## config.mk

```make
export PLATFORM = sky130hd
export DESIGN_NAME = digit_classifier
export DESIGN_NICKNAME = d
export VERILOG_FILES = /design/src/rtl/digit_classifier.sv
export SDC_FILE = /design/constraint.sdc
export NUM_CORES = 1
export LEC_CHECK = 0
export ABC_AREA = 0
export BUFFER_PORTS_ARGS = -buffer_cell sky130_fd_sc_hd__buf_2
export CORE_ASPECT_RATIO = 0.8
export CORE_UTILIZATION = 40
export CTS_CLUSTER_SIZE = 25
export DETAILED_ROUTE_END_ITERATION = 16
export PLACE_DENSITY_LB_ADDON = 0.25
export SYNTH_ARGS = -nofsm -noshare
export SYNTH_HDL_FRONTEND = slang
export SYNTH_SLANG_ARGS = --single-unit
```

## constraint.sdc

```tcl
create_clock -name clk -period 4.4 [get_ports clk]
set_clock_uncertainty 0.15 [all_clocks]
set_input_delay 0.66 -clock clk [delete_from_list [all_inputs] [get_ports clk]]
set_output_delay 0.66 -clock clk [all_outputs]
set_load 0.01 [all_outputs]
```

## src/rtl/digit_classifier.sv

```systemverilog
// digit_classifier: sequential arg-max decoder for the output layer.
// Captures a per-digit confidence vector and a one-hot expected label, scans
// the confidences one per cycle, and reports the winning digit as an index,
// a one-hot label and its confidence, plus match / label-error flags.
//
// Ports:
//   clk                     - system clock, rising edge
//   rst                     - asynchronous active-high reset
//   classify_en             - start request, honoured only while idle
//   digit_weights           - per-digit confidences, captured at start
//   expected_label          - one-hot expected digit, captured at start
//   classification_complete - high while idle; results valid
//   predicted_digit         - index of the winning digit
//   predicted_label         - one-hot form of predicted_digit
//   max_confidence          - confidence of the winning digit
//   match                   - prediction equals the captured expected label
//   label_error             - captured expected label was not exactly one-hot
module digit_classifier #(
  parameter int unsigned NUM_DIGITS = 10,
  parameter int unsigned CONF_WIDTH = 4
) (
  input  logic                                  clk,
  input  logic                                  rst,
  input  logic                                  classify_en,
  input  logic [0:NUM_DIGITS-1][CONF_WIDTH-1:0] digit_weights,
  input  logic [0:NUM_DIGITS-1]                 expected_label,
  output logic                                  classification_complete,
  output logic [3:0]                            predicted_digit,
  output logic [0:NUM_DIGITS-1]                 predicted_label,
  output logic [CONF_WIDTH-1:0]                 max_confidence,
  output logic                                  match,
  output logic                                  label_error
);

  localparam int unsigned IDX_W = (NUM_DIGITS > 1) ? $clog2(NUM_DIGITS) : 1;

  typedef enum logic [1:0] {
    IDLE = 2'd0,
    SCAN = 2'd1,
    FIN  = 2'd2
  } state_t;

  state_t                                state_q, state_d;
  logic [0:NUM_DIGITS-1][CONF_WIDTH-1:0] hold_q, hold_d;
  logic [0:NUM_DIGITS-1]                 label_q, label_d;
  logic [IDX_W-1:0]                      idx_q, idx_d;
  logic [IDX_W-1:0]                      best_idx_q, best_idx_d;
  logic [CONF_WIDTH-1:0]                 best_val_q, best_val_d;
  logic                                  complete_q, complete_d;
  logic [3:0]                            pred_digit_q, pred_digit_d;
  logic [0:NUM_DIGITS-1]                 pred_label_q, pred_label_d;
  logic [CONF_WIDTH-1:0]                 max_conf_q, max_conf_d;
  logic                                  match_q, match_d;
  logic                                  label_err_q, label_err_d;

  // One-hot decode of a digit index, bit 0 of the label is digit 0.
  function automatic logic [0:NUM_DIGITS-1] one_hot(input logic [IDX_W-1:0] idx);
    logic [0:NUM_DIGITS-1] oh;
    oh = '0;
    for (int i = 0; i < int'(NUM_DIGITS); i++) begin
      oh[i] = (IDX_W'(i) == idx);
    end
    return oh;
  endfunction

  // Number of set bits in a label.
  function automatic int unsigned pop_count(input logic [0:NUM_DIGITS-1] lbl);
    int unsigned cnt;
    cnt = 0;
    for (int i = 0; i < int'(NUM_DIGITS); i++) begin
      cnt = cnt + 32'(lbl[i]);
    end
    return cnt;
  endfunction

  // State and datapath registers.
  always_ff @(posedge clk or posedge rst) begin
    if (rst) begin
      state_q      <= IDLE;
      hold_q       <= '0;
      label_q      <= '0;
      idx_q        <= '0;
      best_idx_q   <= '0;
      best_val_q   <= '0;
      complete_q   <= 1'b1;
      pred_digit_q <= '0;
      pred_label_q <= '0;
      max_conf_q   <= '0;
      match_q      <= 1'b0;
      label_err_q  <= 1'b0;
    end else begin
      state_q      <= state_d;
      hold_q       <= hold_d;
      label_q      <= label_d;
      idx_q        <= idx_d;
      best_idx_q   <= best_idx_d;
      best_val_q   <= best_val_d;
      complete_q   <= complete_d;
      pred_digit_q <= pred_digit_d;
      pred_label_q <= pred_label_d;
      max_conf_q   <= max_conf_d;
      match_q      <= match_d;
      label_err_q  <= label_err_d;
    end
  end

  // Next-state and next-output logic.
  always_comb begin
    logic label_bad;
    state_d      = state_q;
    hold_d       = hold_q;
    label_d      = label_q;
    idx_d        = idx_q;
    best_idx_d   = best_idx_q;
    best_val_d   = best_val_q;
    pred_digit_d = pred_digit_q;
    pred_label_d = pred_label_q;
    max_conf_d   = max_conf_q;
    match_d      = match_q;
    label_err_d  = label_err_q;
    label_bad    = (pop_count(label_q) != 1);

    unique case (state_q)
      IDLE: begin
        if (classify_en) begin
          hold_d     = digit_weights;
          label_d    = expected_label;
          best_val_d = digit_weights[0];
          best_idx_d = '0;
          idx_d      = IDX_W'(1);
          state_d    = SCAN;
        end
      end
      SCAN: begin
        // Strict compare keeps the lowest index on ties.
        if (hold_q[idx_q] > best_val_q) begin
          best_val_d = hold_q[idx_q];
          best_idx_d = idx_q;
        end
        if (idx_q == IDX_W'(NUM_DIGITS - 1)) begin
          state_d = FIN;
        end else begin
          idx_d = idx_q + IDX_W'(1);
        end
      end
      FIN: begin
        pred_digit_d = 4'(best_idx_q);
        pred_label_d = one_hot(best_idx_q);
        max_conf_d   = best_val_q;
        match_d      = !label_bad && (one_hot(best_idx_q) == label_q);
        label_err_d  = label_bad;
        state_d      = IDLE;
      end
      default: state_d = IDLE;
    endcase

    complete_d = (state_d == IDLE);
  end

  assign classification_complete = complete_q;
  assign predicted_digit         = pred_digit_q;
  assign predicted_label         = pred_label_q;
  assign max_confidence          = max_conf_q;
  assign match                   = match_q;
  assign label_error             = label_err_q;

endmodule

```

* Word level (Yosys, flattened, before mapping) *
Index checks and enable logic that the tools add are counted.

cells by class
  reductions and logical operators = 9
  mux-type cells = 15
  $add $sub $neg = 10
  magnitude comparators = 2
  equality and inequality tests = 17
  bitwise operators = 1

operators with widths
  kind                 number
  $mux 4               8
  $pmux 4 s2           3
  $bmux 4 s4           1
  $eq 3x4->1 const A   4
  $add 9x1->10         1
  $eq 10x10->1         1
  $ne 10x1->1 const B  1
  $add 8x1->9          1
  $add 7x1->8          1
  $eq 2x4->1 const A   2
  $eq 4x4->1 const A   2
  $add 6x1->7          1
  $add 5x1->6          1
  $ne 2x2->1 const B   3
  $reduce_and 3->1     2
  $add 4x1->5          1
  $ge 5x5->1 const B   1
  $not 4->5            1
  $add 3x1->4          1
  $add 4x1->4 const B  1
  $eq 1x4->1 const A   1
  $eq 4x4->1 const B   1
  $gt 4x4->1           1
  $logic_not 2->1      2
  other kinds (11)     12

storage, ports and cells
  bits of input ports = 53
  register bits = 85
  output and inout port bits = 21

* Logic depth before layout (Yosys ltp) *
  depth after elaboration = 12
  mapped depth = 13
  depth with buffers taken out = 13

* Worst setup path after synthesis *
OpenSTA, ideal clock, no wires.

  path type = reg-to-reg
  start = register label_q[9] (netlist bit)
  end = register match_q (netlist: match)
  path slack = 0.708 ns
  data arrival time = 3.474 ns
  cell stages (with the launch flop) = 14
  buffers on the path = 0
  data required time = 4.182 ns
  cells stage by stage = dfrtp_1 fa_1 fa_1 inv_1 fa_1 inv_1 ha_1 inv_1 fa_1 a2111o_1 a21oi_1 o21ai_1 a2111oi_2 a32o_1

on the way
  cells in the longest elaborated chain, start to end = 4

RTL lines
  element                 RTL line  RTL
  from (decl)             45        logic [0:NUM_DIGITS-1] label_q, label_d;
  from (signal assigned)  94        label_q <= label_d;
  $add 9x1->10            71        cnt = cnt + 32'(lbl[i]);
  $ne 10x1->1             121       label_bad = (pop_count(label_q) != 1);
  $logic_not 1->1         150       match_d = !label_bad && (one_hot(best_idx_q) == label_q);
  $logic_and 1x1->1 (*)   150
  to (signal assigned)    102       match_q <= match_d;
  to (decl)               53        logic match_q, match_d;

Every way passes the cells marked *; elsewhere a longest branch is shown, timed or not.
A chain may end at the register's enable or synchronous reset.

* Worst setup path in the final report *
Ends and elaborated chain as after synthesis.

==> impl_metrics.yaml <==
timing:
  tightestPinTransition_ns: 0.997
  slew_headroom_pct: 33.4
  hold_viol: 0
  setup_violations: 0
  fin_ws_ns: 0.453
  period_needed_ns: 3.95
  tns_ns: 0
  final_max_slew_viol_count: 0
  fin_crit_sh_pct: 89.7
  rsz0062_at_grt: "false"
  fmax_mhz: 253
clock_tree:
  clkTransAtPathRegs_ns: 0.06
  post-cts-setup-buffers: 0
  cts.sinks: 85
  cts.repair.resized: 0
  cts_max_level: 3
  cts_tree: "built"
  clk_path_buf_depth: 2
  hold_buffers: 0
  root_buffer: "clkbuf_16"
  cts_buffers: 9
  clk_latency_ns: 0.33
worst_setup_path:
  cp-endpoint: "match$_DFFE_PP0N_"
  crit_type: "flop to flop"
  cp-start-kind: "flop"
  cp_max_fo: 5
  crit_required_ns: 4.52
  reg2regPathDepth: 13
  reg2reg_setup_slack_ns: 0.45
  timing.rr.end: "match$_DFFE_PP0N_"
  critPathCaptureType: "flop"
  reg2reg_from: "label_q[9]$_DFFE_PP0P_"
  critPathArrivalTime_ns: 4.07
  crit_start: "label_q[9]$_DFFE_PP0P_"
synth:
  synth_top_cell_area_share_pct: 50.4
  synthesis.area_um2: 4170
  synthFlopType: "dfrtp_1"
  synthArstFlopShare_pct: 100
  synth.most_common_cell: "dfrtp_1"
  synthCells: 343
  ys_seq_elements: 85
  yosys.area.top_type: "dfrtp_1"
  yosys-top-cells-area: "dfrtp_1 50%, mux2_2 13%, mux4_2 4.3%"
  yosys.cell_types.count: 46
  ys_warn_count: 0
  syn_area_per_cell_um2: 12.2
  synthTopCellsByCount: "84 x dfrtp_1, 48 x mux2_2, 33 x nand2_1"
  synth_edf_count: 0
  synth_seq_area_share_pct: 51.1
  syn_nets: 410
final_layout:
  diodes: 0
  fillCellCount: 942
  final_layout_size_suffix_gt1_share_pct: 38.0
  final_net_count: 479
  areaGrowthSynthToFinish_pct: 18.3
die:
  io_pins: 74
  initial_utilization_pct: 42.2
  fp.dieW_um: 116
  die_h_um: 93.3
  dieArea_um2: 10800
  coreArea_um2: 9890
  row_count: 32
place:
  hpwl_um: 6250
  globalplace.congestion: 0.910
  io_buffers: 73
  dp_slack_ns: 0.471
drt:
  wl_um: 8620
  drtAntennaViolNets: 0
  post_drt_wl_per_cell_um: 15.6
  first_pass_iters: 4
  drtIter0Drc: 152
  drc_errors: 0
  via_per_inst: 5.23
  vias: 2888
power_and_ir_drop:
  p_leak_uw: 0.00227
  p_per_area_nw_per_um2: 833
  peakVddDrop_v: 0.000294
status:
  status: "completed"
hold_path:
  hold_path.class: "flop to flop"
grt:
  grt_max_degree: 55
  antenna_found_initial: 0
  grt_pass1_wl_um: 14400
  grt_overflow_total: 0
  grt_pass1_vias: 2795
  track_usage_pct: 17.4
job:
  max-cap-violations: 0
[metal layers]
layer  wire (um)  up-vias  GRT usage, %
li1            -     1362             -
met3         630        8          5.44
met1        4240     1438          25.9
met5           0        -             0
met2        3680       80          24.4
met4          63        0          4.59
[final cells by class]
type / instances / area (um^2) / share of cell area [%]
Clock buffer: 10 / 229 / 4.64
Clock inverter: 5 / 61.3 / 1.24
Inverter: 23 / 87.6 / 1.78
Multi-Input combinational cell: 214 / 1840 / 37.4
Sequential cell: 85 / 2130 / 43.2
Tap cell: 136 / 170 / 3.45
Timing Repair Buffer: 79 / 410 / 8.32
[per-stage QoR]
stage / hold slack (ns) / cell area [um^2] / std cells / util (%) / power (uW)
after CTS: 0.321 / 4930 / 552 / 49.9 / 4140
after detailed placement: 0.311 / 4640 / 537 / 46.9 / 3380
after global routing: 0.327 / 4930 / 552 / 49.9 / 4490
after global placement: 0.303 / 4640 / 537 / 46.9 / 3280
final: 0.322 / 4930 / 552 / 49.9 / 4110
after floorplan: 0.292 / 4170 / 343 / - / 2890
[report_power, final]
part           internal (uW)  switching, uW  leakage [uW]
Sequential              1130            289       0.00105
Clock                    439            306      0.000131
Combinational            978            965       0.00108
Total                   2550           1560       0.00227
[registers in the layout, summed over array words and instances (netlist names)]
name and flops:
hold_q 40, label_q 10, predicted_label 10, best_idx_q 4, best_val_q 4, idx_q 4, max_confidence 4, predicted_digit 4
state_q 2, classification_complete 1, label_error 1, match 1
[logic make-up after synthesis]
kind of cell,count (synthesis),synth area share (%)
flip-flops,85,51.1
multiplexers,71,20.9
AND/OR/NAND/NOR,70,8.16
AO/OA/AOI/OAI,58,9.57
buffers and inverters,44,4.83
adder cells (fa/ha/maj),14,5.28
XOR/XNOR,1,0.210
[worst max-delay path: stages (launching register included)]
cell and delay, ns:
dfrtp_1 0.43, fa_1 0.52, fa_1 0.52, inv_1 0.05
fa_1 0.43, inv_1 0.07, ha_1 0.15, inv_1 0.06
fa_1 0.37, a2111o_1 0.39, a21oi_1 0.19, o21ai_1 0.13
a2111oi_2 0.22, a32o_1 0.20
[worst min path at each step]
stage                                              to  depth (start not counted)  slack [ns]                           start
finish                 predicted_label[6]$_DFFE_PP0N_                          2        0.32  predicted_label[6]$_DFFE_PP0N_
global route        classification_complete$_DFF_PP1_                          2        0.33                     classify_en
CTS                 classification_complete$_DFF_PP1_                          2        0.32                     classify_en
detailed placement     predicted_label[4]$_DFFE_PP0N_                          2        0.31  predicted_label[4]$_DFFE_PP0N_
global placement       predicted_label[6]$_DFFE_PP0N_                          2        0.30  predicted_label[6]$_DFFE_PP0N_
floorplan           classification_complete$_DFF_PP1_                          1        0.29            state_q[0]$_DFF_PP0_
[layout by cell type, fill, tap and decap left out, types with 2 or more instances in the layout]
cell         n
mux2_2      48
o21ai_0     20
o21ai_1      2
nor3_1       4
o41ai_1      3
nand4b_1     2
buf_4        6
mux4_2       8
clkinvlp_4   3
nor4_1       2
a31oi_1      2
buf_2       73
o31ai_1      6
clkbuf_16    9
nand2_1     33
nand2b_1     3
a22oi_1      4
dfrtp_1     84
inv_1       22
nor2b_1      4
ha_1         8
nand4_1      2
mux2i_1     15
a2111oi_2    2
a32o_1       2
nor2_1       9
a21oi_1      7
fa_1         6
nand3_1      5
Note: power is estimated with default switching activity, not from simulation.
